**src/rtl/spram_req_arbiter.sv**
```systemverilog
// -----------------------------------------------------------------------------
// spram_req_arbiter
//
// Purpose:
//   Two-requester front end for the 1024x32 single-port data RAM. Grants at
//   most one read/write request per cycle onto the RAM pins. A read's
//   registered RAM output is captured one cycle after issue. It is then held
//   in a shared response register until the owning requester takes it.
//
// Optional feature (compile-time macro):
//   SPRAM_ARB_RR_EN  defined   -> round-robin tie-break using a 1-bit
//                                 last-grant pointer.
//                    undefined -> fixed priority; port0 wins every tie.
//
// Ports:
//   clk, resetn                   clock, synchronous active-low reset
//   pX_req_valid/ready            request handshake (ready = combinational grant)
//   pX_req_we/addr/data           request payload (we=1 write, we=0 read)
//   pX_rsp_valid/ready/data       held read-response channel per port
//   ram_address/ram_wren/ram_data RAM request pins
//   ram_out                       RAM registered read data
// -----------------------------------------------------------------------------
module spram_req_arbiter #(
   parameter int AW = 10,
   parameter int DW = 32
) (
   input  logic          clk,
   input  logic          resetn,
   input  logic          p0_req_valid,
   output logic          p0_req_ready,
   input  logic          p0_req_we,
   input  logic [AW-1:0] p0_req_addr,
   input  logic [DW-1:0] p0_req_data,
   input  logic          p1_req_valid,
   output logic          p1_req_ready,
   input  logic          p1_req_we,
   input  logic [AW-1:0] p1_req_addr,
   input  logic [DW-1:0] p1_req_data,
   output logic          p0_rsp_valid,
   input  logic          p0_rsp_ready,
   output logic [DW-1:0] p0_rsp_data,
   output logic          p1_rsp_valid,
   input  logic          p1_rsp_ready,
   output logic [DW-1:0] p1_rsp_data,
   output logic [AW-1:0] ram_address,
   output logic          ram_wren,
   output logic [DW-1:0] ram_data,
   input  logic [DW-1:0] ram_out
);

   typedef enum logic [1:0] {
      ST_EMPTY = 2'd0,
      ST_PEND  = 2'd1,
      ST_FULL  = 2'd2
   } rsp_state_t;

   rsp_state_t    state_r;
   rsp_state_t    state_nxt_s;
   logic          rsp_id_r;
   logic          pend_id_r;
   logic [DW-1:0] rsp_data_r;

   logic          rsp_fire_s;
   logic          read_ok_s;
   logic          elig0_s;
   logic          elig1_s;
   logic          prio0_s;
   logic          gnt0_s;
   logic          gnt1_s;
   logic          read_acc_s;

`ifdef SPRAM_ARB_RR_EN
   logic          last_r;   // 1 = port1 was granted last

   // Tie-break favours the port that was not granted most recently
   always_comb begin
      prio0_s = last_r;
   end

   // Last-grant pointer; reset to port1 so port0 wins the first tie
   always_ff @(posedge clk) begin
      if (!resetn) begin
         last_r <= 1'b1;
      end else if (gnt0_s) begin
         last_r <= 1'b0;
      end else if (gnt1_s) begin
         last_r <= 1'b1;
      end else begin
         last_r <= last_r;
      end
   end
`else
   // Fixed priority: port0 always wins a tie
   always_comb begin
      prio0_s = 1'b1;
   end
`endif

   // Response handshake, read admission, eligibility and grant
   always_comb begin
      rsp_fire_s = 1'b0;
      if (resetn && (state_r == ST_FULL)) begin
         if (rsp_id_r) begin
            rsp_fire_s = p1_rsp_ready;
         end else begin
            rsp_fire_s = p0_rsp_ready;
         end
      end else begin
         rsp_fire_s = 1'b0;
      end

      // The response register frees up in the same cycle it is consumed,
      // so a new read may be accepted then.
      read_ok_s  = (state_r == ST_EMPTY) || rsp_fire_s;
      elig0_s    = resetn && p0_req_valid && (p0_req_we || read_ok_s);
      elig1_s    = resetn && p1_req_valid && (p1_req_we || read_ok_s);
      gnt0_s     = elig0_s && (!elig1_s || prio0_s);
      gnt1_s     = elig1_s && !gnt0_s;
      read_acc_s = (gnt0_s && !p0_req_we) || (gnt1_s && !p1_req_we);
   end

   // RAM request mux; idle cycles drive zeros (that read is never captured)
   always_comb begin
      ram_address = {AW{1'b0}};
      ram_wren    = 1'b0;
      ram_data    = {DW{1'b0}};
      if (gnt0_s) begin
         ram_address = p0_req_addr;
         ram_wren    = p0_req_we;
         ram_data    = p0_req_data;
      end else if (gnt1_s) begin
         ram_address = p1_req_addr;
         ram_wren    = p1_req_we;
         ram_data    = p1_req_data;
      end else begin
         ram_address = {AW{1'b0}};
         ram_wren    = 1'b0;
         ram_data    = {DW{1'b0}};
      end
   end

   // Handshake and response outputs
   always_comb begin
      p0_req_ready = gnt0_s;
      p1_req_ready = gnt1_s;
      p0_rsp_valid = resetn && (state_r == ST_FULL) && !rsp_id_r;
      p1_rsp_valid = resetn && (state_r == ST_FULL) && rsp_id_r;
      p0_rsp_data  = rsp_data_r;
      p1_rsp_data  = rsp_data_r;
   end

   // Response-path next state
   always_comb begin
      state_nxt_s = state_r;
      case (state_r)
         ST_EMPTY: begin
            if (read_acc_s) begin
               state_nxt_s = ST_PEND;
            end else begin
               state_nxt_s = ST_EMPTY;
            end
         end
         ST_PEND: begin
            state_nxt_s = ST_FULL;
         end
         ST_FULL: begin
            if (rsp_fire_s && read_acc_s) begin
               state_nxt_s = ST_PEND;
            end else if (rsp_fire_s) begin
               state_nxt_s = ST_EMPTY;
            end else begin
               state_nxt_s = ST_FULL;
            end
         end
         default: begin
            state_nxt_s = ST_EMPTY;
         end
      endcase
   end

   // State register, issue tag and response capture
   always_ff @(posedge clk) begin
      if (!resetn) begin
         state_r    <= ST_EMPTY;
         pend_id_r  <= 1'b0;
         rsp_id_r   <= 1'b0;
         rsp_data_r <= {DW{1'b0}};
      end else begin
         state_r <= state_nxt_s;
         if (read_acc_s) begin
            pend_id_r <= gnt1_s;
         end else begin
            pend_id_r <= pend_id_r;
         end
         // ram_out is valid only in the cycle after issue
         if (state_r == ST_PEND) begin
            rsp_data_r <= ram_out;
            rsp_id_r   <= pend_id_r;
         end else begin
            rsp_data_r <= rsp_data_r;
            rsp_id_r   <= rsp_id_r;
         end
      end
   end

endmodule

```
**config.mk**
```make
export PLATFORM = sky130hd
export DESIGN_NAME = spram_req_arbiter
export DESIGN_NICKNAME = d
export VERILOG_FILES = /design/src/rtl/spram_req_arbiter.sv
export SDC_FILE = /design/constraint.sdc
export NUM_CORES = 1
export LEC_CHECK = 0
export ABC_AREA = 1
export CAP_MARGIN = 40
export CORE_MARGIN = 2
export CORE_UTILIZATION = 29
export CTS_BUF_LIST = sky130_fd_sc_hd__clkbuf_16
export CTS_CLUSTER_SIZE = 25
export DETAILED_ROUTE_END_ITERATION = 8
export PLACE_DENSITY_LB_ADDON = 0.05
export SYNTH_ARGS = -nofsm -noshare
export SYNTH_HDL_FRONTEND = slang
export SYNTH_SLANG_ARGS = --single-unit
```
**constraint.sdc**
```tcl
create_clock -name clk -period 1.6 [get_ports clk]
set_input_delay 0.24 -clock clk [delete_from_list [all_inputs] [get_ports clk]]
set_output_delay 0.24 -clock clk [all_outputs]
set_load 0.02 [all_outputs]
```
==> summary.txt <==
Floorplanning
  – DIE HEIGHT: 91.5 um
  – Width of the die: 91.5 um
  – Core Box Area: 0.00733 mm2
  – Num rows: 31
  – DIE AREA: 0.00836 mm2
  – Initial Util: 30.3%
  – Ports: 235

Route
  – Total wire length: 9940 um
  – Vias: 2898
  – Remaining antenna violation count: 0
  – Wire per inst: 15.1 um
  – Vias per inst: 4.40
  – Drc violations: 0
  – Pre-Repair DR Iteration Count: 4
  – DRT iter0 DRCs: 58

Power and ir drop
  – P_leak: 2.29 nW
  – NetSw: 0.00115 W
  – VDD IR max: 632 uV
  – Seq pwr share: 29.2%
  – Net Sw Frac: 32.4%
  – Comb pwr share: 43.7%
  – Power Density: 707 mW/mm2
  – Clk network pwr share: 27.1%
  – Internal power: 0.00238 W
  – Tot Pwr: 0.00353 W

Placed design
  – RePlAce Congestion: 0.832
  – DP Worst Slack: -0.918 ns
  – Placed instance area: 0.00452 mm2
  – Hpwl dp: 7240 um
  – Placed insts: 645
  – Buffers added on ports: 234

Logic synthesis
  – Register area share after synthesis: 32.5%
  – Post-synthesis register bit count: 36
  – Mapped Area: 0.00222 mm2
  – Synth top area share: 32.5%
  – Syn nets: 469
  – Top cells by area, synth: dfxtp_1, nand2_1, nor2_1
  – Yosys cell types: 21
  – Asr flop ratio synth: 0%
  – Synth Area in XOR/XNOR: 0%
  – Mean area per synthesized cell: 6.43 um2
  – Synth Area in Compound Gates: 8.46%
  – Cell accounting for the most synthesized area: dfxtp_1
  – Post-synthesis adder-cell area fraction: 0%
  – Gate Count Post-Synth: 345
  – Post-synthesis mux area share: 0%
  – Post-synthesis simple-gate area fraction: 39.8%
  – Post-synth top cells: nand2_1, nor2_1, dfxtp_1, buf_4, o21ai_0
  – Most common cell in the netlist: nand2_1
  – YS warnings: 0
  – Number of synthesized flops with an enable pin: 0
  – Main synth FF type: dfxtp_1
  – Largest family of logic cells by synthesized area: simple AND/OR/NAND/NOR gates

Layout
  – # diodes: 0
  – Design area: 0.00499 mm2
  – Layout cells sized above 1: 25.4%
  – Core Util, Final: 68.1%
  – Layout Cells excl Fill: 659
  – Nets: 683
  – Layout overhead on the synthesized area: 125%
  – # fillers: 589

Setup path
  – Worst Setup Start Kind: register
  – CP required: 1.36 ns
  – Worst Path Max Fanout: 9
  – Critical path arrival: 1.67 ns
  – Critical path capture point type: output pin
  – Critical path type: register to output pin

Global routing
  – All-layer global routing usage: 21.7%
  – GR peak layer: met2
  – Met2 Use GR: 40.1%
  – First-pass GRT wire length: 14500 um
  – Largest net degree at the start of global routing: 33
  – Initial antenna violation count: 0
  – M3 GR Usage: 6.97%
  – Total grt overflow: 0
  – Met1 global-route usage: 23.2%
  – Vias in the first global route: 2774

STA
  – Final hold vios: 0
  – Slew Limit Fails: 0
  – Final worst setup slack: -0.313 ns
  – Fmax: 0.523 GHz
  – Worst-margin pin slew: 0.361 ns
  – RSZ-0062 raised after global routing: yes
  – Clock Skews: 0.00721 ns
  – Relative slew slack: 75.9%
  – Minimum clock period: 1.91 ns
  – Endpoints failing setup: 45
  – Final Cycle Share: 120%

Clock network
  – Maximum clock insertion buffer count: 2
  – Clock tree root driver cell: clkbuf_16
  – CTS Hold Buffers Added: 0
  – CTS buffer count: 5
  – H-tree lvl count: 2
  – CTS tree: done
  – Clock sinks: 36
  – Worst-path clk slew: 0.05 ns
  – Worst-skew pair later-pin latency: 0.28 ns

Outcome
  – Failing checks: setup timing
  – Status: finished, violations left

Worst hold path
  – Hold Crit Class: register to register

Job
  – Number of max-cap violations: 0
==> final cells by class <==
class                           instances  area, um2  share of cell area (%)
Multi-Input combinational cell        248       1230                    24.6
Timing Repair Buffer                  257       2710                    54.2
Tap cell                               99        124                    2.48
Inverter                               11       58.8                    1.18
Clock inverter                          3       21.3                   0.426
Clock buffer                            5        125                    2.51
Sequential cell                        36        726                    14.5
==> cell families after synthesis <==
logic type / Yosys count
and+or+nand+nor: 211
AOI/OAI and AO/OA: 37
DFF: 36
buffers and inverters: 61
==> critical path: stages (launching register included) <==
cell	delay [ns]
dfxtp_4	0.35
or2_4	0.25
nand3_4	0.08
nand2_4	0.08
nand2_4	0.11
clkinv_8	0.09
clkbuf_16	0.17
nand2_1	0.06
nand2_1	0.06
buf_6	0.13
==> per-layer routing <==
layer / routed length (um) / vias up / share of wire, %
met2: 5220 / 123 / 53
met1: 3700 / 1307 / 37
met4: 224 / 0 / 2.3
met3: 792 / 18 / 8.0
li1: - / 1450 / -
met5: 0 / - / 0
==> cell usage in the layout (no fill, tap or decap), drive strengths merged <==
cell type / count
dfxtp: 36
nor2: 68
dlygate4sd2: 3
nand3: 4
clkdlybuf4s50: 184
buf: 65
a21oi: 2
clkinvlp: 1
o21ai: 33
clkinv: 2
clkbuf: 10
or2: 1
o22ai: 2
nand2: 138
inv: 11
==> sequential cells by signal, indices dropped and copies added, names as in the netlist <==
name and count:
p0_rsp_data 32, rsp_id_r 1, state_r 2, pend_id_r 1
==> power by group through the flow <==
stage / Combinational (W) / Clock (W) / Sequential (W)
2_1_floorplan: 0.000579 / 0 / 0.00112
3_3_place_gp: 0.00140 / 0 / 0.00105
3_5_place_dp: 0.00141 / 0 / 0.00105
4_1_cts: 0.00150 / 0.000977 / 0.00103
5_1_grt: 0.00163 / 0.00102 / 0.00104
6_report: 0.00154 / 0.000956 / 0.00103
==> timing repair <==
action                     4_1_cts  5_1_grt
gates cloned                     1        3
setup buffers                    2        0
pin swaps                        4        4
setup endpoints to repair       47       46
gates resized for setup        317       13
==> worst paths after layout <==
check | start | to | slack (ns) | depth (start not counted)
max | state_r[0] | ram_data[30] | -0.31 | 9
min | pend_id_r | pend_id_r | 0.46 | 2
max reg2reg | state_r[1] | p0_rsp_data[7] | 0.40 | 6
min reg2reg | pend_id_r | pend_id_r | 0.46 | 2
==> metrics by stage <==
| step | setup TNS [ns] | hold WS, ns |
|---|---|---|
| CTS | -10.87 | 0.470 |
| detailed placement | -39.86 | 0.460 |
| global placement | -37.98 | 0.457 |
| finish | -12.13 | 0.464 |
| floorplan | 0 | 0.375 |
| global route | -15.49 | 0.505 |
Note: power is estimated with default switching activity, not from simulation.
